`config.mk`:
```
export PLATFORM = sky130hd
export DESIGN_NAME = draw_scheduler
export DESIGN_NICKNAME = d
export VERILOG_FILES = /design/src/rtl/draw_pkg.sv /design/src/rtl/sprite_scan.sv /design/src/rtl/draw_scheduler.sv
export SDC_FILE = /design/constraint.sdc
export NUM_CORES = 1
export LEC_CHECK = 0
export CAP_MARGIN = 10
export CORE_ASPECT_RATIO = 1.2
export CORE_UTILIZATION = 56
export CTS_CLUSTER_SIZE = 40
export DETAILED_ROUTE_END_ITERATION = 7
export HOLD_SLACK_MARGIN = 0.15
export PLACE_DENSITY_LB_ADDON = 0.3
export SYNTH_ARGS = -nofsm -noshare
export SYNTH_HDL_FRONTEND = slang
export SYNTH_SLANG_ARGS = --single-unit
```
`constraint.sdc`:
```
create_clock -name clk -period 6.6 [get_ports clk]
set_clock_uncertainty 0.05 [all_clocks]
set_input_delay 0.99 -clock clk [delete_from_list [all_inputs] [get_ports clk]]
set_output_delay 0.99 -clock clk [all_outputs]
set_load 0.1 [all_outputs]
```
`src/rtl/draw_pkg.sv`:
```
// Shared definitions for the sprite draw scheduler.
// Holds the scheduler state encoding and the default screen geometry and
// background colour used as parameter defaults by the other files.
package draw_pkg;

    typedef enum logic [2:0] {
        ST_CLEAR = 3'd0,
        ST_IDLE  = 3'd1,
        ST_SNAP  = 3'd2,
        ST_ERASE = 3'd3,
        ST_DRAW  = 3'd4,
        ST_NEXT  = 3'd5,
        ST_DONE  = 3'd6
    } state_e;

    localparam int         DEF_SCR_W = 160;
    localparam int         DEF_SCR_H = 120;
    localparam logic [2:0] DEF_BG    = 3'b000;

endpackage

```
`src/rtl/sprite_scan.sv`:
```
// Rectangle scan counter shared by the full-screen clear and the sprite scans.
// A load captures the rectangle size and restarts at offset (0,0); each
// advance steps the offset in row-major order (ox fastest).
// Ports:
//   clk_i, rst_ni        clock, asynchronous active-low reset
//   load_i               restart the scan with size w_i x h_i
//   adv_i                step to the next offset
//   w_i, h_i             rectangle size captured on load_i
//   org_x_i, org_y_i     rectangle origin (held by the caller for the scan)
//   x_o, y_o             current screen coordinate (origin + offset)
//   last_o               current offset is the final one of the rectangle
//   clip_o               current coordinate lies outside the screen
module sprite_scan
    import draw_pkg::*;
#(
    parameter int XW    = 8,
    parameter int YW    = 7,
    parameter int SCR_W = DEF_SCR_W,
    parameter int SCR_H = DEF_SCR_H
) (
    input  logic          clk_i,
    input  logic          rst_ni,
    input  logic          load_i,
    input  logic          adv_i,
    input  logic [XW-1:0] w_i,
    input  logic [YW-1:0] h_i,
    input  logic [XW-1:0] org_x_i,
    input  logic [YW-1:0] org_y_i,
    output logic [XW-1:0] x_o,
    output logic [YW-1:0] y_o,
    output logic          last_o,
    output logic          clip_o
);

    localparam logic [XW:0] LIM_X = (XW+1)'(SCR_W);
    localparam logic [YW:0] LIM_Y = (YW+1)'(SCR_H);

    logic [XW-1:0] ox_q, ox_d, w_q;
    logic [YW-1:0] oy_q, oy_d, h_q;
    logic [XW:0]   sum_x;
    logic [YW:0]   sum_y;
    logic          last_x, last_y;

    assign last_x = (ox_q == w_q - XW'(1));
    assign last_y = (oy_q == h_q - YW'(1));
    assign last_o = last_x & last_y;

    // One guard bit so an origin near the right/bottom edge cannot wrap
    // back onto the screen.
    assign sum_x  = {1'b0, org_x_i} + {1'b0, ox_q};
    assign sum_y  = {1'b0, org_y_i} + {1'b0, oy_q};
    assign clip_o = (sum_x >= LIM_X) || (sum_y >= LIM_Y);
    assign x_o    = sum_x[XW-1:0];
    assign y_o    = sum_y[YW-1:0];

    // NOTE: every output of a combinational block gets a default first so no
    // path leaves it unassigned, which would otherwise infer a latch.
    always_comb begin
        ox_d = ox_q;
        oy_d = oy_q;
        if (load_i) begin
            ox_d = '0;
            oy_d = '0;
        end else if (adv_i) begin
            if (last_x) begin
                ox_d = '0;
                oy_d = last_y ? '0 : oy_q + YW'(1);
            end else begin
                ox_d = ox_q + XW'(1);
            end
        end
    end

    // The reset size is the full screen so the clear that follows reset
    // needs no explicit load.
    always_ff @(posedge clk_i or negedge rst_ni) begin
        if (!rst_ni) begin
            ox_q <= '0;
            oy_q <= '0;
            w_q  <= XW'(SCR_W);
            h_q  <= YW'(SCR_H);
        end else begin
            // NOTE: state registers use non-blocking assignments so every
            // flop samples pre-edge values regardless of statement order.
            ox_q <= ox_d;
            oy_q <= oy_d;
            if (load_i) begin
                w_q <= w_i;
                h_q <= h_i;
            end
        end
    end

endmodule

```
`src/rtl/draw_scheduler.sv`:
```
// Sprite draw scheduler: after reset it paints the whole screen with the
// background colour, then on each frame_start it snapshots the sprite table
// and, slot by slot, erases the footprint drawn last frame and draws the new
// one. Pixels leave on a valid/ready stream; off-screen pixels are skipped.
// Ports:
//   clk, resetn                    clock, asynchronous active-low reset
//   frame_start                    request one frame (honoured only in IDLE)
//   obj_en/obj_big                 per-slot enable and big-sprite select
//   obj_x/obj_y/obj_col            packed per-slot origin and colour
//   pix_x/pix_y/pix_col/pix_valid  pixel stream, held while stalled
//   pix_ready                      sink accepts the offered pixel
//   busy                           not idle
//   frame_done                     one-cycle pulse at the end of a frame
//   overrun                        one-cycle pulse when frame_start is dropped
module draw_scheduler
    import draw_pkg::*;
#(
    parameter int            N_OBJ = 8,
    parameter int            SPR_W = 5,
    parameter int            SPR_H = 5,
    parameter int            SCR_W = DEF_SCR_W,
    parameter int            SCR_H = DEF_SCR_H,
    parameter int            XW    = 8,
    parameter int            YW    = 7,
    parameter int            CW    = 3,
    parameter logic [CW-1:0] BG    = CW'(DEF_BG)
) (
    input  logic                clk,
    input  logic                resetn,
    input  logic                frame_start,
    input  logic [N_OBJ-1:0]    obj_en,
    input  logic [N_OBJ-1:0]    obj_big,
    input  logic [N_OBJ*XW-1:0] obj_x,
    input  logic [N_OBJ*YW-1:0] obj_y,
    input  logic [N_OBJ*CW-1:0] obj_col,
    output logic [XW-1:0]       pix_x,
    output logic [YW-1:0]       pix_y,
    output logic [CW-1:0]       pix_col,
    output logic                pix_valid,
    input  logic                pix_ready,
    output logic                busy,
    output logic                frame_done,
    output logic                overrun
);

    localparam int IW = (N_OBJ > 1) ? $clog2(N_OBJ) : 1;

    state_e        state_q, state_d;
    logic [IW-1:0] i_q, i_d;
    logic          run_q;

    // Shadow copy of the sprite table, captured once per frame.
    logic [N_OBJ-1:0]    sh_en_q, sh_big_q;
    logic [N_OBJ*XW-1:0] sh_x_q;
    logic [N_OBJ*YW-1:0] sh_y_q;
    logic [N_OBJ*CW-1:0] sh_col_q;

    // Footprint each slot left on screen, used by the next erase.
    logic [N_OBJ-1:0]    prev_big_q, prev_drawn_q;
    logic [N_OBJ*XW-1:0] prev_x_q;
    logic [N_OBJ*YW-1:0] prev_y_q;

    logic          snap, commit;
    logic          scan_load, scan_adv, scan_last, scan_clip, scan_active;
    logic [XW-1:0] scan_w, scan_org_x, scan_x;
    logic [YW-1:0] scan_h, scan_org_y, scan_y;
    logic [CW-1:0] scan_col;

    sprite_scan #(
        .XW    (XW),
        .YW    (YW),
        .SCR_W (SCR_W),
        .SCR_H (SCR_H)
    ) u_scan (
        .clk_i   (clk),
        .rst_ni  (resetn),
        .load_i  (scan_load),
        .adv_i   (scan_adv),
        .w_i     (scan_w),
        .h_i     (scan_h),
        .org_x_i (scan_org_x),
        .org_y_i (scan_org_y),
        .x_o     (scan_x),
        .y_o     (scan_y),
        .last_o  (scan_last),
        .clip_o  (scan_clip)
    );

    // Origin, colour and "has pixels" for the scan running in this state.
    // run_q keeps the clear silent until the first edge after reset.
    always_comb begin
        scan_org_x  = '0;
        scan_org_y  = '0;
        scan_col    = BG;
        scan_active = 1'b0;
        case (state_q)
            ST_CLEAR: scan_active = run_q;
            ST_ERASE: begin
                scan_org_x  = prev_x_q[int'(i_q)*XW +: XW];
                scan_org_y  = prev_y_q[int'(i_q)*YW +: YW];
                scan_active = prev_drawn_q[i_q];
            end
            ST_DRAW: begin
                scan_org_x  = sh_x_q[int'(i_q)*XW +: XW];
                scan_org_y  = sh_y_q[int'(i_q)*YW +: YW];
                scan_col    = sh_col_q[int'(i_q)*CW +: CW];
                scan_active = sh_en_q[i_q];
            end
            default: ;
        endcase
    end

    // Clipped pixels advance without waiting for the sink.
    assign pix_valid = scan_active & ~scan_clip;
    assign scan_adv  = scan_active & (scan_clip | pix_ready);

    always_comb begin
        state_d    = state_q;
        i_d        = i_q;
        scan_load  = 1'b0;
        snap       = 1'b0;
        commit     = 1'b0;
        case (state_q)
            ST_CLEAR: if (scan_adv && scan_last) state_d = ST_IDLE;
            ST_IDLE:  if (frame_start) state_d = ST_SNAP;
            ST_SNAP: begin
                snap      = 1'b1;
                i_d       = '0;
                scan_load = 1'b1;
                state_d   = ST_ERASE;
            end
            ST_ERASE: begin
                if (!scan_active || (scan_adv && scan_last)) begin
                    scan_load = 1'b1;
                    state_d   = ST_DRAW;
                end
            end
            ST_DRAW: begin
                if (!scan_active || (scan_adv && scan_last)) begin
                    commit  = 1'b1;
                    state_d = ST_NEXT;
                end
            end
            ST_NEXT: begin
                if (i_q == IW'(N_OBJ - 1)) begin
                    state_d = ST_DONE;
                end else begin
                    i_d       = i_q + IW'(1);
                    scan_load = 1'b1;
                    state_d   = ST_ERASE;
                end
            end
            ST_DONE:  state_d = ST_IDLE;
            default:  state_d = ST_CLEAR;
        endcase
    end

    // Size for the scan being entered, so it is in place on its first cycle.
    always_comb begin
        scan_w = XW'(1);
        scan_h = YW'(1);
        case (state_d)
            ST_ERASE: if (prev_big_q[i_d]) begin
                scan_w = XW'(SPR_W);
                scan_h = YW'(SPR_H);
            end
            ST_DRAW: if (sh_big_q[i_d]) begin
                scan_w = XW'(SPR_W);
                scan_h = YW'(SPR_H);
            end
            default: ;
        endcase
    end

    always_ff @(posedge clk or negedge resetn) begin
        if (!resetn) begin
            state_q      <= ST_CLEAR;
            i_q          <= '0;
            run_q        <= 1'b0;
            // NOTE: the shadow and footprint tables are reset because the
            // first erase after reset must see no slot as drawn.
            sh_en_q      <= '0;
            sh_big_q     <= '0;
            sh_x_q       <= '0;
            sh_y_q       <= '0;
            sh_col_q     <= '0;
            prev_big_q   <= '0;
            prev_drawn_q <= '0;
            prev_x_q     <= '0;
            prev_y_q     <= '0;
        end else begin
            state_q <= state_d;
            i_q     <= i_d;
            run_q   <= 1'b1;
            if (snap) begin
                sh_en_q  <= obj_en;
                sh_big_q <= obj_big;
                sh_x_q   <= obj_x;
                sh_y_q   <= obj_y;
                sh_col_q <= obj_col;
            end
            if (commit) begin
                prev_x_q[int'(i_q)*XW +: XW] <= sh_x_q[int'(i_q)*XW +: XW];
                prev_y_q[int'(i_q)*YW +: YW] <= sh_y_q[int'(i_q)*YW +: YW];
                prev_big_q[i_q]              <= sh_big_q[i_q];
                prev_drawn_q[i_q]            <= sh_en_q[i_q];
            end
        end
    end

    // Pixel fields read as zero whenever nothing is offered.
    assign pix_x      = pix_valid ? scan_x   : '0;
    assign pix_y      = pix_valid ? scan_y   : '0;
    assign pix_col    = pix_valid ? scan_col : '0;
    assign busy       = (state_q != ST_IDLE);
    assign frame_done = (state_q == ST_DONE);
    // Any request outside IDLE, DONE included, is dropped here; held low in reset.
    assign overrun    = resetn & frame_start & (state_q != ST_IDLE);

endmodule

```
### Word-level counts from Yosys, hierarchy flattened

Cells that the tools add are included.

* order comparisons: 5
* equality and inequality tests: 12
* shift-type cells: 9
* reduce and logical (&&, ||, !) cells: 9
* multiply operators: 2
* divide/modulo/power cells: 0
* mux-type cells: 49
* add/sub/neg operators: 9
* bitwise logic cells: 7

Operator list (number)
* $shiftx A64 B7 Y8: 2
* $shiftx A56 B32 Y7: 2
* $neg A6 Y33: 2
* $bwmux W64: 1
* $shift A8 B33 Y64 const A: 1
* $shiftx A8 B33 Y64: 1
* $bwmux W56: 1
* $shift A7 B33 Y56 const A: 1
* $shiftx A7 B33 Y56: 1
* $mux W3: 12
* $mux W7: 5
* $mux W8: 4
* $shiftx A24 B6 Y3: 1
* $pmux W3 S7: 1
* $pmux W3 S2: 3
* $bwmux W8: 2
* $pmux W8 S2: 1
* $bmux W1 S3: 5
* $eq A3 B3 Y1 const B: 5
* $pmux W7 S2: 1
* $mux W1: 10
* $add A8 B8 Y9: 1
* $eq A3 B2 Y1 const B: 3
* $ge A9 B8 Y1 const B: 1
* 26 further kinds: 35

* latch bits: 0
* ROM bits: 0
* memory bits (writable): 0
* memories kept: 0
* logic and storage cells: 118
* bits in registers: 333
* input bits: 164

### Depth between registers and ports, before layout

* depth in word-level cells: 14
* gate-level depth with buffers: 25
* mapped depth without buffers: 18

### Cells and area by module

A second synthesis with hierarchy kept.

* cell total of the unflattened synthesis: 1475
* area, all modules: 16475.8 um^2

By module, submodules not included
* draw_scheduler: cells each 1220, instances 1, area an instance 14066.0 um^2
* sprite_scan: cells each 255, instances 1, area an instance 2409.8 um^2

### Worst setup path after synthesis

OpenSTA, ideal clock, no wires.

* path kind: register to output
* start point: register i_q[0]
* end point: output port pix_x[2]
* data required time: 5.560 ns
* setup slack: -0.869 ns
* buffers on the path: 5
* cell stages (with the launch flop): 22
* arrival time: 6.429 ns
* path through: dfrtp_1 clkbuf_1 clkbuf_1 nor3_1 clkbuf_1 clkbuf_1 clkbuf_1 a22oi_1 nand4_1 nand2_1 o21ai_0 ha_1 inv_1 fa_1 and2b_1 o211ai_1 a21oi_1 nor4b_1 o21a_1 nor3_1 nand2_1 nor3_1

* cells in the longest elaborated chain, start to end: 9
* elaborated cells between the ends (all ways): 20

Ends and longest elaborated chain
* start: declaration: line draw_scheduler.sv:49 `logic [IW-1:0] i_q, i_d;`
* start signal: assignment: line draw_scheduler.sv:193 `i_q <= i_d;`
* $mul A3 B3 Y6: line draw_scheduler.sv:100, draw_scheduler.sv:105
* $shiftx A56 B32 Y7, on equally long branches: line draw_scheduler.sv:105, draw_scheduler.sv:100
* $pmux W7 S2: line draw_scheduler.sv:96 `case (state_q)`
* $add A7 B7 Y8: line sprite_scan.sv:51 `assign sum_y = {1'b0, org_y_i} + {1'b0, oy_q};`
* $ge A8 B7 Y1: line sprite_scan.sv:52 `assign clip_o = (sum_x >= LIM_X) || (sum_y >= LIM_Y);`
* $logic_or A1 B1 Y1: line sprite_scan.sv:52
* $not A1 Y1: line draw_scheduler.sv:114 `assign pix_valid = scan_active & ~scan_clip;`
* $and A1 B1 Y1: line draw_scheduler.sv:114
* $mux W8 *: line draw_scheduler.sv:212 `assign pix_x = pix_valid ? scan_x : '0;`
* end: declaration: line draw_scheduler.sv:36 `output logic [XW-1:0] pix_x,`

Every way passes the cells marked *; elsewhere a longest branch is shown, timed or not. The select of a mux whose other input is x is not followed.

### Final worst setup path

* start point: register i_q[2]
* end point: output port pix_x[3]

Same word-level chain as after synthesis.

==> results.sh <==
export IMPL_status="complete, no violations"
export IMPL_reg2reg_slack_ns=0.87
export IMPL_grt_pass1_vias=12400
export IMPL_power_density_nw_per_um2=455
export IMPL_core_area_sq_um=27200
export IMPL_postCtsHoldBufs=0
export IMPL_fillers=1865
export IMPL_finalHoldViolations=0
export IMPL_io_pins=186
export IMPL_ir_drop_mv=0.292
export IMPL_p_clk_frac=0.205
export IMPL_p_leak_nw=8.14
export IMPL_vias=12000
export IMPL_synth_area_sq_um=15500
export IMPL_drive_gt1_frac=0.249
export IMPL_tightest_slew_ns=1.06
export IMPL_utilization=0.708
export IMPL_die_w_microns=154
export IMPL_place_ws_ns=0.477
export IMPL_cts_tree="yes"
export IMPL_p_total_mw=8.75
export IMPL_synth_area_per_cell_sq_um=11.5
export IMPL_grt_pass1_wl_microns=67100
export IMPL_io_buffers=185
export IMPL_place_congestion=0.925
export IMPL_wl_per_cell_microns=22.2
export IMPL_synth_largest_area_cell="dfrtp_1"
export IMPL_die_h_microns=185
export IMPL_synth_edf_count=0
export IMPL_clock_path_buffers=3
export IMPL_num_rows=66
export IMPL_power_switching_mw=3.42
export IMPL_cts_buffers=31
export IMPL_antenna_found_initial=0
export IMPL_setup_viol=0
export IMPL_drcViolationCount=0
export IMPL_dieArea_sq_um=28400
export IMPL_power_frac_comb=0.427
export IMPL_avgViaCountPerCell=6.35
export IMPL_place_hpwl_microns=29400
export IMPL_dr_pass1_iters=5
export IMPL_cts_clk_slew_worst_paths_ns=0.06
export IMPL_max_slew_margin=0.293
export IMPL_worstPathRequired_ns=5.56
export IMPL_htreeDepth=1
export IMPL_overflow=0
export IMPL_routed_wl_microns=42000
export IMPL_swShare=0.391
export IMPL_rsz0062_at_grt="false"
export IMPL_insertedDiodeCount=0
export IMPL_endpoint_kind="output pin"
export IMPL_synth_nets=1536
export IMPL_synth_seq_cells=321
export IMPL_drtAntennaViolNets=0
export IMPL_drv_slew=0
export IMPL_synth_top_cell_area_share=0.515
export IMPL_start_util=0.572
export IMPL_gr_usage_all_layers=0.303
export IMPL_postSynthCellCount=1346
export IMPL_synthArstFlopShare=1.00
export IMPL_clock_root_buffer="clkbuf_16"
export IMPL_clk_latency_ns=0.56
export IMPL_drt_iter0_drc=724
export IMPL_finalCriticalPeriod_ns=6.25
export IMPL_p_int_mw=5.33
export IMPL_path_max_fanout=29
export IMPL_synth_most_common_cell="dfrtp_1"
export IMPL_timing_final_ws_setup_ns=0.348
export IMPL_synthTopCellsByCount="dfrtp_1 (320), mux2_2 (223), a22oi_1 (102)"
export IMPL_synthTopCellsByArea="dfrtp_1 (52%), mux2_2 (16%), a22oi_1 (4.9%)"
export IMPL_ys_warn_count=0
export IMPL_clock_fmax_mhz=160
export IMPL_clock_sinks=321
export IMPL_fin_nets=1721
export IMPL_area_delta_synth_final_pct=23.8
export IMPL_tns_ns=0
export IMPL_crit_arrival_ns=5.21
export IMPL_worst_setup_path_start_kind="register"
export IMPL_min_period_over_period=0.947
export IMPL_p_seq_frac=0.368
export IMPL_critical_path_class="register to output pin"
export IMPL_ys_types=71
export IMPL_ys_seq_area_frac=0.517
export IMPL_grt_max_degree=114
export IMPL_hp_class="primary input to async pin"
export IMPL_drv_cap=0
export IMPL_synth_flop_cell="dfrtp_1"
==> critical path: stages, from the launching register on <==
cell      delay (ns)
dfrtp_2         0.48
nand2b_1        0.28
nor2_4          0.31
buf_12          0.28
a22oi_1         0.12
and4_1          0.29
o21ai_0         0.20
ha_1            0.22
inv_1           0.06
fa_1            0.37
and2b_1         0.26
o211ai_1        0.14
a21oi_1         0.25
nor4b_1         0.09
o21a_1          0.26
nor3_4          0.29
nand2_2         0.23
nor3_2          0.30
buf_12          0.21
==> through the flow <==
stage,std cells,area (sq um),hold slack (ns)
2_1_floorplan,1346,15600,0.394
3_3_place_gp,1835,18100,0.411
3_5_place_dp,1835,18100,0.417
4_1_cts,1888,19200,0.430
5_1_grt,1891,19200,0.458
6_report,1891,19200,0.409
==> state kept, by name (all words and copies together), names as in the netlist <==
| signal | cells |
|---|---|
| i_q | 3 |
| prev_big_q | 8 |
| prev_drawn_q | 8 |
| prev_x_q | 64 |
| prev_y_q | 56 |
| run_q | 1 |
| sh_big_q | 8 |
| sh_col_q | 24 |
| sh_en_q | 8 |
| sh_x_q | 64 |
| sh_y_q | 56 |
| state_q | 3 |
| u_scan.h_q | 3 |
| u_scan.ox_q | 8 |
| u_scan.oy_q | 7 |
==> power by group through the flow <==
stage | registers [mW] | logic, mW | clock network [mW]
6_report | 3.22 | 3.73 | 1.80
5_1_grt | 3.30 | 4.01 | 1.89
3_5_place_dp | 3.23 | 3.63 | 0
4_1_cts | 3.21 | 3.66 | 1.81
2_1_floorplan | 3.03 | 2.59 | 0
3_3_place_gp | 3.20 | 3.54 | 0
==> metal layers <==
metal | share of wire | GRT usage
met4 | 0.037 | 0.127
met1 | 0.40 | 0.394
met2 | 0.49 | 0.512
met5 | 0 | 0
met3 | 0.070 | 0.0409
==> cell families (layout without fill, tap and decap cells) <==
group | Yosys count | after routing | share of synthesized area
compound gates | 340 | 340 | 0.148
buf+inv | 103 | 308 | 0.0265
fa+ha+maj | 26 | 26 | 0.0219
mux | 247 | 247 | 0.179
other cells | 1 | 1 | 0.000241
xor+xnor | 15 | 15 | 0.00845
simple gates | 293 | 293 | 0.0996
flops | 321 | 321 | 0.517
==> what timing repair did <==
item | in CTS | in global routing
resized for setup | 2 | 11
endpoints found under the setup margin | 16 | 18
buffers inserted | 0 | 3
pin swaps | 0 | 1
endpoints found under the hold margin | 0 | 0
==> path summary, 6_finish.rpt <==
check | from | cells past startpoint | end
max in group asynchronous | resetn | 3 | prev_x_q[5]$_DFFE_PN0P_
min | resetn | 1 | u_scan.oy_q[2]$_DFFE_PN0P_
max reg2reg | i_q[2]$_DFF_PN0_ | 19 | prev_x_q[47]$_DFFE_PN0P_
min in group clk | prev_x_q[61]$_DFFE_PN0P_ | 2 | prev_x_q[61]$_DFFE_PN0P_
max | i_q[2]$_DFF_PN0_ | 18 | pix_x[3]
min reg2reg | prev_x_q[61]$_DFFE_PN0P_ | 2 | prev_x_q[61]$_DFFE_PN0P_
==> cell usage in the layout, fill, tap and decap left out, types with 6 or more instances in the layout <==
master,instances
a21o_1,6
a21oi_1,43
a221oi_1,13
a22o_1,16
a22oi_1,102
a31oi_1,18
and3_1,19
and4_1,14
buf_12,21
buf_4,51
clkbuf_1,9
clkbuf_16,31
clkbuf_8,8
clkdlybuf4s50_1,165
dfrtp_1,318
ha_1,24
inv_1,15
mux2_2,223
mux2i_1,20
nand2_1,70
nand2b_1,13
nand3_1,16
nand4_1,13
nor2_1,74
nor3_1,12
nor4_1,8
o21ai_0,78
o22ai_1,9
o31ai_1,12
o41ai_1,9
or3_1,6
xnor2_1,11
==> area by class of cell <==
class                      count  area, sq um  share of cell area
sequential                   321         8040               0.418
timing repair buffer         238         2470               0.128
inverter                      17         63.8             0.00332
clock buffer                  48          920              0.0478
clock inverter                 5          100             0.00520
tap                          340          425              0.0221
multi-input combinational    922         7230               0.376
(Power assumes the default switching activity.)
